### src/rtl/alu_writeback_stage.sv
// Writeback stage between the ALU and the register file: buffers ALU results,
// commits flags, counts retirements and latches halt. Define ALU_WB_SKID_EN for a 2-entry skid buffer.

`ifndef OP_NOP
`define OP_NOP 5'h00
`endif
`ifndef OP_ADD
`define OP_ADD 5'h01
`endif
`ifndef OP_SUB
`define OP_SUB 5'h02
`endif
`ifndef OP_AND
`define OP_AND 5'h03
`endif
`ifndef OP_OR
`define OP_OR 5'h04
`endif
`ifndef OP_XOR
`define OP_XOR 5'h05
`endif
`ifndef OP_HLT
`define OP_HLT 5'h1F
`endif

module alu_writeback_stage #(
    parameter int DATA_W   = 32,
    parameter int REG_W    = 5,
    parameter int OPCODE_W = 5
) (
    input  logic                clk,
    input  logic                reset,
    input  logic                in_valid,
    output logic                in_ready,
    input  logic [DATA_W-1:0]   resultado,
    input  logic                alu_c,
    input  logic                alu_s,
    input  logic                alu_o,
    input  logic                alu_z,
    input  logic [OPCODE_W-1:0] opcode,
    input  logic [REG_W-1:0]    rd,
    output logic                wb_valid,
    input  logic                wb_ready,
    output logic                wb_we,
    output logic [REG_W-1:0]    wb_rd,
    output logic [DATA_W-1:0]   wb_data,
    output logic [3:0]          flags,
    output logic                halted,
    output logic [31:0]         retired
);

    // Handshakes: a transfer happens at a rising edge where valid && ready are both 1;
    // a producer holding valid keeps its payload stable until that edge.

    typedef struct packed {
        logic [DATA_W-1:0]   data;
        logic [REG_W-1:0]    rd;
        logic [OPCODE_W-1:0] op;
        logic [3:0]          fl;
    } entry_t;

    function automatic logic is_hlt(input logic [OPCODE_W-1:0] op);
        return op == OPCODE_W'(`OP_HLT);
    endfunction

    function automatic logic writes_back(input logic [OPCODE_W-1:0] op);
        return !(op == OPCODE_W'(`OP_NOP) || is_hlt(op));
    endfunction

    entry_t     in_entry;
    entry_t     head;
    logic       accept;
    logic       retire;
    logic       hlt_pending;
    logic       halted_q;
    logic       hlt_pending_nxt;
    logic       halted_nxt;
    logic [3:0] flags_q;
    logic [31:0] retired_q;

    assign in_entry = {resultado, rd, opcode, alu_c, alu_s, alu_o, alu_z};
    assign accept   = in_valid && in_ready;

    assign wb_we   = writes_back(head.op);
    assign wb_rd   = head.rd;
    assign wb_data = head.data;
    assign flags   = flags_q;
    assign halted  = halted_q;
    assign retired = retired_q;

    // A retiring HLT is always the youngest entry, so it cannot coincide with accepting one.
    always_comb begin
        hlt_pending_nxt = hlt_pending;
        halted_nxt      = halted_q;
        if (accept && is_hlt(in_entry.op))
            hlt_pending_nxt = 1'b1;
        if (retire && is_hlt(head.op)) begin
            hlt_pending_nxt = 1'b0;
            halted_nxt      = 1'b1;
        end
    end

    always_ff @(posedge clk) begin
        if (reset) begin
            hlt_pending <= 1'b0;
            halted_q    <= 1'b0;
            flags_q     <= 4'b0000;
            retired_q   <= 32'd0;
        end else begin
            hlt_pending <= hlt_pending_nxt;
            halted_q    <= halted_nxt;
            if (retire) begin
                if (writes_back(head.op))
                    flags_q <= head.fl;
                if (retired_q != 32'hFFFF_FFFF)
                    retired_q <= retired_q + 32'd1;
            end
        end
    end

`ifdef ALU_WB_SKID_EN

    // slot0 is always the head; slot1 holds the younger entry when two are buffered.
    entry_t     slot0;
    entry_t     slot1;
    logic [1:0] count;
    logic [1:0] count_nxt;
    logic       in_ready_q;

    assign wb_valid  = (count != 2'd0);
    assign head      = slot0;
    assign retire    = wb_valid && wb_ready;
    assign count_nxt = count + 2'(accept) - 2'(retire);
    assign in_ready  = in_ready_q && !reset;

    always_ff @(posedge clk) begin
        if (reset) begin
            count      <= 2'd0;
            in_ready_q <= 1'b1;
        end else begin
            count      <= count_nxt;
            in_ready_q <= (count_nxt != 2'd2) && !hlt_pending_nxt && !halted_nxt;
        end
    end

    always_ff @(posedge clk) begin
        case ({accept, retire})
            2'b10: begin
                if (count == 2'd0)
                    slot0 <= in_entry;
                else
                    slot1 <= in_entry;
            end
            2'b01: slot0 <= slot1;
            2'b11: begin
                if (count == 2'd1) begin
                    slot0 <= in_entry;
                end else begin
                    slot0 <= slot1;
                    slot1 <= in_entry;
                end
            end
            default: ;
        endcase
    end

`else

    entry_t slot;
    logic   full;

    assign wb_valid = full;
    assign head     = slot;
    assign retire   = full && wb_ready;
    // Accepting into a slot that is retiring this same edge keeps one bundle per cycle.
    assign in_ready = (!full || wb_ready) && !hlt_pending && !halted_q && !reset;

    always_ff @(posedge clk) begin
        if (reset)
            full <= 1'b0;
        else if (accept)
            full <= 1'b1;
        else if (retire)
            full <= 1'b0;
    end

    always_ff @(posedge clk) begin
        if (accept)
            slot <= in_entry;
    end

`endif

endmodule
### config.mk
export PLATFORM = sky130hd
export DESIGN_NAME = alu_writeback_stage
export DESIGN_NICKNAME = d
export VERILOG_FILES = /design/src/rtl/alu_writeback_stage.sv
export SDC_FILE = /design/constraint.sdc
export NUM_CORES = 1
export LEC_CHECK = 0
export CAP_MARGIN = 40
export CORE_UTILIZATION = 49
export DETAILED_ROUTE_END_ITERATION = 16
export GPL_TIMING_DRIVEN = 0
export PLACE_DENSITY = 0.86
export SLEW_MARGIN = 20
export SYNTH_ARGS = -nofsm -noshare
export SYNTH_HDL_FRONTEND = slang
export SYNTH_SLANG_ARGS = --single-unit
### constraint.sdc
create_clock -name clk -period 5.1 [get_ports clk]
set_input_delay 0.765 -clock clk [delete_from_list [all_inputs] [get_ports clk]]
set_output_delay 0.765 -clock clk [all_outputs]
set_load 0.02 [all_outputs]
# After elaboration in Yosys (flattened, before gate mapping)
# Cells that the tools add are included.
# word_totals
inputBits	50
elab_cells	35
output_inout_bits	77
regBits	85
# classes
addsub	1
muxes	2
n_eq_ne	3
bitwise_logic	1
reduce_logical	19
# ops
cell	count
$add A32 B1 Y32 const B	1
$ne A32 B32 Y1 const B	1
$eq A5 B5 Y1 const B	2
$logic_and A1 B1 Y1	7
$logic_not A1 Y1	5
$logic_not A5 Y1	1
$reduce_and A2 Y1	2
$logic_or A1 B1 Y1	2
$mux W1	2
$reduce_bool A2 Y1	1
$reduce_or A2 Y1	1
$not A1 Y1	1

# Depth between registers and ports, before layout
# logic_depth
ltp_word	7
ltp_mapped	7
mapped_depth_nobuf	6

# Worst setup path before layout
# No wires, ideal clock.
# synth_path
path_type	in2reg
from	input port reset
to	register hlt_pending
setup_time_ps	91
path_buffers	0
required_ps	5009
cell_stages	4
slack_ps	1809
arrival_ps	3199
path_cell_list	nor4_1 > and2_1 > a31oi_1 > a311oi_1
# synth_via
elab_chain_len	4
word_cells_on_any_way	5
classes_between	5 x reduce/logical
# synth_rtl
item	line	rtl
start, declared	32	input logic reset,
$logic_not A1 Y1	176	assign in_ready = (!full || wb_ready) && !hlt_pending && !halted_q && !reset;
$logic_and A1 B1 Y1	176	
$logic_and A1 B1 Y1	82	assign accept = in_valid && in_ready;
net accept	72	logic accept;
$logic_and A1 B1 Y1	95	if (accept && is_hlt(in_entry.op))
end signal, assigned	110	hlt_pending <= hlt_pending_nxt;
end, declared	74	logic hlt_pending;
# The timed path passes the listed nets, and every way through them passes these cells.
# A chain may end at the register's enable or synchronous reset.

# Worst setup path in the final report
# layout_path
from	input port wb_ready
to	output port in_ready
# layout_via
elab_chain_len	4
# layout_rtl
item	line	rtl
start, declared	43	input logic wb_ready,
$logic_or A1 B1 Y1	176	
$logic_and A1 B1 Y1 (3 in series)	176	
end, declared	34	output logic in_ready,
# Every way passes these cells.

==> parameters.txt <==
Parameter                              Value

Routing
  DR vias    2,882
  WL/cell    16.5 µm
  Detail-routed via count per cell    5.22
  Number of routed nets with antenna violations    0
  Initial detailed-routing violation count    118
  Detailed Route WL    9100 µm
  Number of iterations in the first detailed-routing pass    6
  Post-route DRC    0

Clock tree
  CTS sink count    85
  CTS Root Cell    sky130_fd_sc_hd__clkbuf_8
  Clock slew at reported path FFs    80 ps
  Clock insertion delay at the later pin of the skew report    350 ps
  CTS hold repair buffers    0
  Resize count post-CTS    0
  Deepest clock path buffer count    2
  Number of buffers created by CTS    9
  TritonCTS clock tree    built
  Setup Fix Bufs, Post-CTS    0
  H-tree level count    3

Cells and area
  Fillers    522
  Most used cells in the layout excluding fill and tap cells    sky130_fd_sc_hd__clkdlybuf4s50_1 (126), sky130_fd_sc_hd__edfxtp_1 (46), sky130_fd_sc_hd__dfxtp_1 (39), sky130_fd_sc_hd__buf_4 (37), sky130_fd_sc_hd__nor2_1 (30)
  Syn-to-layout area delta    44.4%
  Post-Layout Inst Area    5240 µm²
  Non-filler instance count after layout    552
  Post-layout nets    499
  Most common cell after layout, fill and taps aside    sky130_fd_sc_hd__clkdlybuf4s50_1
  Proportion of layout cells with a drive suffix above 1    14.8%
  Antenna cells    0

Power and ir drop
  Worst IR Drop VDD    0.132 mV
  Clock Power Share    35.2%
  Leakage power    1.82 nW
  Power density over the cells    259 nW/µm²
  Relative contribution of combinational cells to total power    9.6%
  Final Power    1.36 mW
  Switching power share of the total    22.8%
  Internal Dissipation    1.05 mW
  Fraction of power consumed by sequential logic    55.3%
  Switching power    0.309 mW

Placement
  Number of cells in the design after placement    536
  Worst setup slack before clock tree synthesis    1830 ps
  Routability Congestion    0.817
  Number of I/O port buffers    126
  Cell area after placement    5040 µm²
  Final HPWL from detailed placement    6470 µm

STA
  Worst slew margin relative to its limit    44.0%
  Unrepaired setup endpoints after global routing    false
  Final period demand of the worst path    3340 ps
  Post-route clock skew    6.72 ps
  Setup ws final    1760 ps
  Final TNS setup    0 ps
  Final Setup Violations    0
  Portion of the clock cycle consumed by the worst path in the final layout    65.4%
  Worst slew pin tran    835 ps
  Upper clock frequency limit    0.300 GHz
  Final Slew Violations    0
  Number of hold-slack violations in the final timing report    0

GRT
  Number of antenna violations at the first check in global routing    0
  Overall Global Routing Usage    23.1%
  Number of global-route vias before repair    2,650
  Wire length of the first global-routing pass    13,500 µm
  Residual overflow from global routing    0
  Largest net degree at the start of global routing    26

Critical path
  WP data required    4340 ps
  CP max stage delay    700 ps
  Endpoint type of the worst setup path    primary output
  Startpoint kind of the worst setup timing path    primary input
  Critical path's most frequent cell    sky130_fd_sc_hd__clkdlybuf4s50_1
  Highest net fanout along the worst path    7
  Critical R2R Launch    retired[0]$_SDFFE_PP0P_
  Arrival time of the worst setup path    2570 ps
  Category of the critical setup timing path    primary input to primary output
  Buf/Inv on CP    2
  Ordered cell list for the critical path    clkdlybuf4s50_1 -> nor2b_1 -> nor4_1 -> clkdlybuf4s50_1
  Worst setup slack for register-to-register paths    2880 ps
  Origin of the worst setup path    wb_ready
  Kind of cell adding the most delay to the critical path    buffers and inverters
  Cell with the largest stage delay on the worst path    sky130_fd_sc_hd__clkdlybuf4s50_1

Run status
  Status    complete, no violations

Floorplanning
  Vert. Die Dim    88.1 µm
  Initial core utilization    50.3%
  Die boundary width    88.1 µm
  Std-Cell Rows    31
  # IOs    127
  Std-Cell Core Area    7210 µm²
  Full die area    7750 µm²

Worst hold path
  Type of the tightest min-delay check    flop to flop
  Worst hold start    head[1]$_DFFE_PP_

Logic synthesis
  Count of distinct cell types in the synthesized netlist    42
  Share of async-settable or async-resettable flops after synthesis    0%
  Syn nets    361
  Post-Syn Area    3630 µm²
  Number of standard cells after synthesis    310
  Sequential fraction of the synthesis area    59.6%
  YS warnings    0
  Synth Flop Type    sky130_fd_sc_hd__edfxtp_1
  Mean instance size in the synthesized netlist    11.7 µm²
  #FFs+latches synth    85
  EDFF count, synth    46

Run
  Number of max-capacitance violations reported    0
==> metal layers <==
metal | track usage (%) | vias to the layer above | routed length (µm)
met2 | 41.6 | 112 | 4520
met5 | 0 | - | 0
met1 | 26.7 | 1374 | 3630
li1 | - | 1387 | -
met3 | 7.16 | 9 | 869
met4 | 6.01 | 0 | 76
==> final timing paths <==
kind,endpoint,cells after the start
hold reg to reg,flags[1]$_SDFFE_PP0P_,2
setup reg to reg,retired[21]$_SDFFE_PP0P_,7
setup / recovery,in_ready,4
hold / removal,flags[1]$_SDFFE_PP0P_,2
==> Yosys cell counts (2+ instances only) <==
cell                        instances  area share (%)
sky130_fd_sc_hd__a31oi_1            3            0.52
sky130_fd_sc_hd__buf_6              2            0.62
sky130_fd_sc_hd__nand3_1            9             1.2
sky130_fd_sc_hd__or4_1              3            0.62
sky130_fd_sc_hd__o2111ai_1          4            0.97
sky130_fd_sc_hd__or3_1             16             2.8
sky130_fd_sc_hd__xor2_1             7             1.7
sky130_fd_sc_hd__o21ai_0           13             1.8
sky130_fd_sc_hd__clkbuf_1           4            0.41
sky130_fd_sc_hd__mux2i_1            6             1.7
sky130_fd_sc_hd__edfxtp_1          46              38
sky130_fd_sc_hd__inv_1              4            0.41
sky130_fd_sc_hd__buf_2              2            0.28
sky130_fd_sc_hd__nand4_1            8             1.4
sky130_fd_sc_hd__o31ai_1            5             1.0
sky130_fd_sc_hd__nand2_1           13             1.3
sky130_fd_sc_hd__xnor2_1            5             1.2
sky130_fd_sc_hd__and2_1             3            0.52
sky130_fd_sc_hd__dfxtp_1           39              22
sky130_fd_sc_hd__a21oi_1           16             2.2
sky130_fd_sc_hd__buf_4             37             7.7
sky130_fd_sc_hd__a2111oi_0          3            0.72
sky130_fd_sc_hd__and4_1             4            0.97
sky130_fd_sc_hd__nor3_1             2            0.28
sky130_fd_sc_hd__nor2_1            30             3.1
sky130_fd_sc_hd__o31ai_4            2             1.2
sky130_fd_sc_hd__and3_1             6             1.0
sky130_fd_sc_hd__nor2b_1            3            0.52
sky130_fd_sc_hd__nand4_2            2            0.69
==> registers in the layout, summed over array words and instances (netlist names) <==
| register | count |
|---|---|
| head | 9 |
| retired | 32 |
| wb_data | 32 |
| wb_valid | 1 |
| wb_rd | 5 |
| halted | 1 |
| hlt_pending | 1 |
| flags | 4 |
==> power groups by stage <==
stage | sequential (mW) | combinational (mW) | clock (mW)
6_report | 0.749 | 0.130 | 0.477
5_1_grt | 0.751 | 0.138 | 0.516
4_1_cts | 0.749 | 0.131 | 0.487
3_5_place_dp | 0.765 | 0.129 | 0
3_3_place_gp | 0.764 | 0.122 | 0
2_1_floorplan | 0.765 | 0.0496 | 0
==> through the flow <==
stage,util [%],hold WS [ps]
detailed placement,69.9,477
global route,72.6,543
CTS,72.6,511
floorplan,-,456
global placement,69.5,469
finish,72.6,500
==> worst reg2reg max path: cells and delay by family (launching register included) <==
| kind | cells | cell delay (ps) |
|---|---|---|
| AND/OR/NAND/NOR | 3 | 700 |
| AO/OA/AOI/OAI | 2 | 490 |
| flip-flops | 1 | 430 |
| buffers and inverters | 1 | 250 |
| adder cells (fa/ha/maj) | 1 | 220 |
==> layout make-up <==
cell class | count | area (µm²) | share of cell area, %
Inverter | 4 | 15.0 | 0.287
Buffer | 45 | 325 | 6.21
Clock buffer | 9 | 124 | 2.36
Multi-Input combinational cell | 176 | 1130 | 21.5
Timing Repair Buffer | 127 | 1290 | 24.6
Tap cell | 99 | 124 | 2.36
Sequential cell | 85 | 2160 | 41.3
Clock inverter | 7 | 72.6 | 1.39
==> cell families (layout without fill, tap and decap cells) <==
family,Yosys count,in the layout,synth area share [%]
buf+inv,49,192,9.38
fa+ha+maj,1,1,0.345
mux,7,7,2.07
simple gates,106,106,16.4
flops,85,85,59.6
compound gates,50,50,9.35
xor+xnor,12,12,2.90
Power figures use the tool's default switching activity.
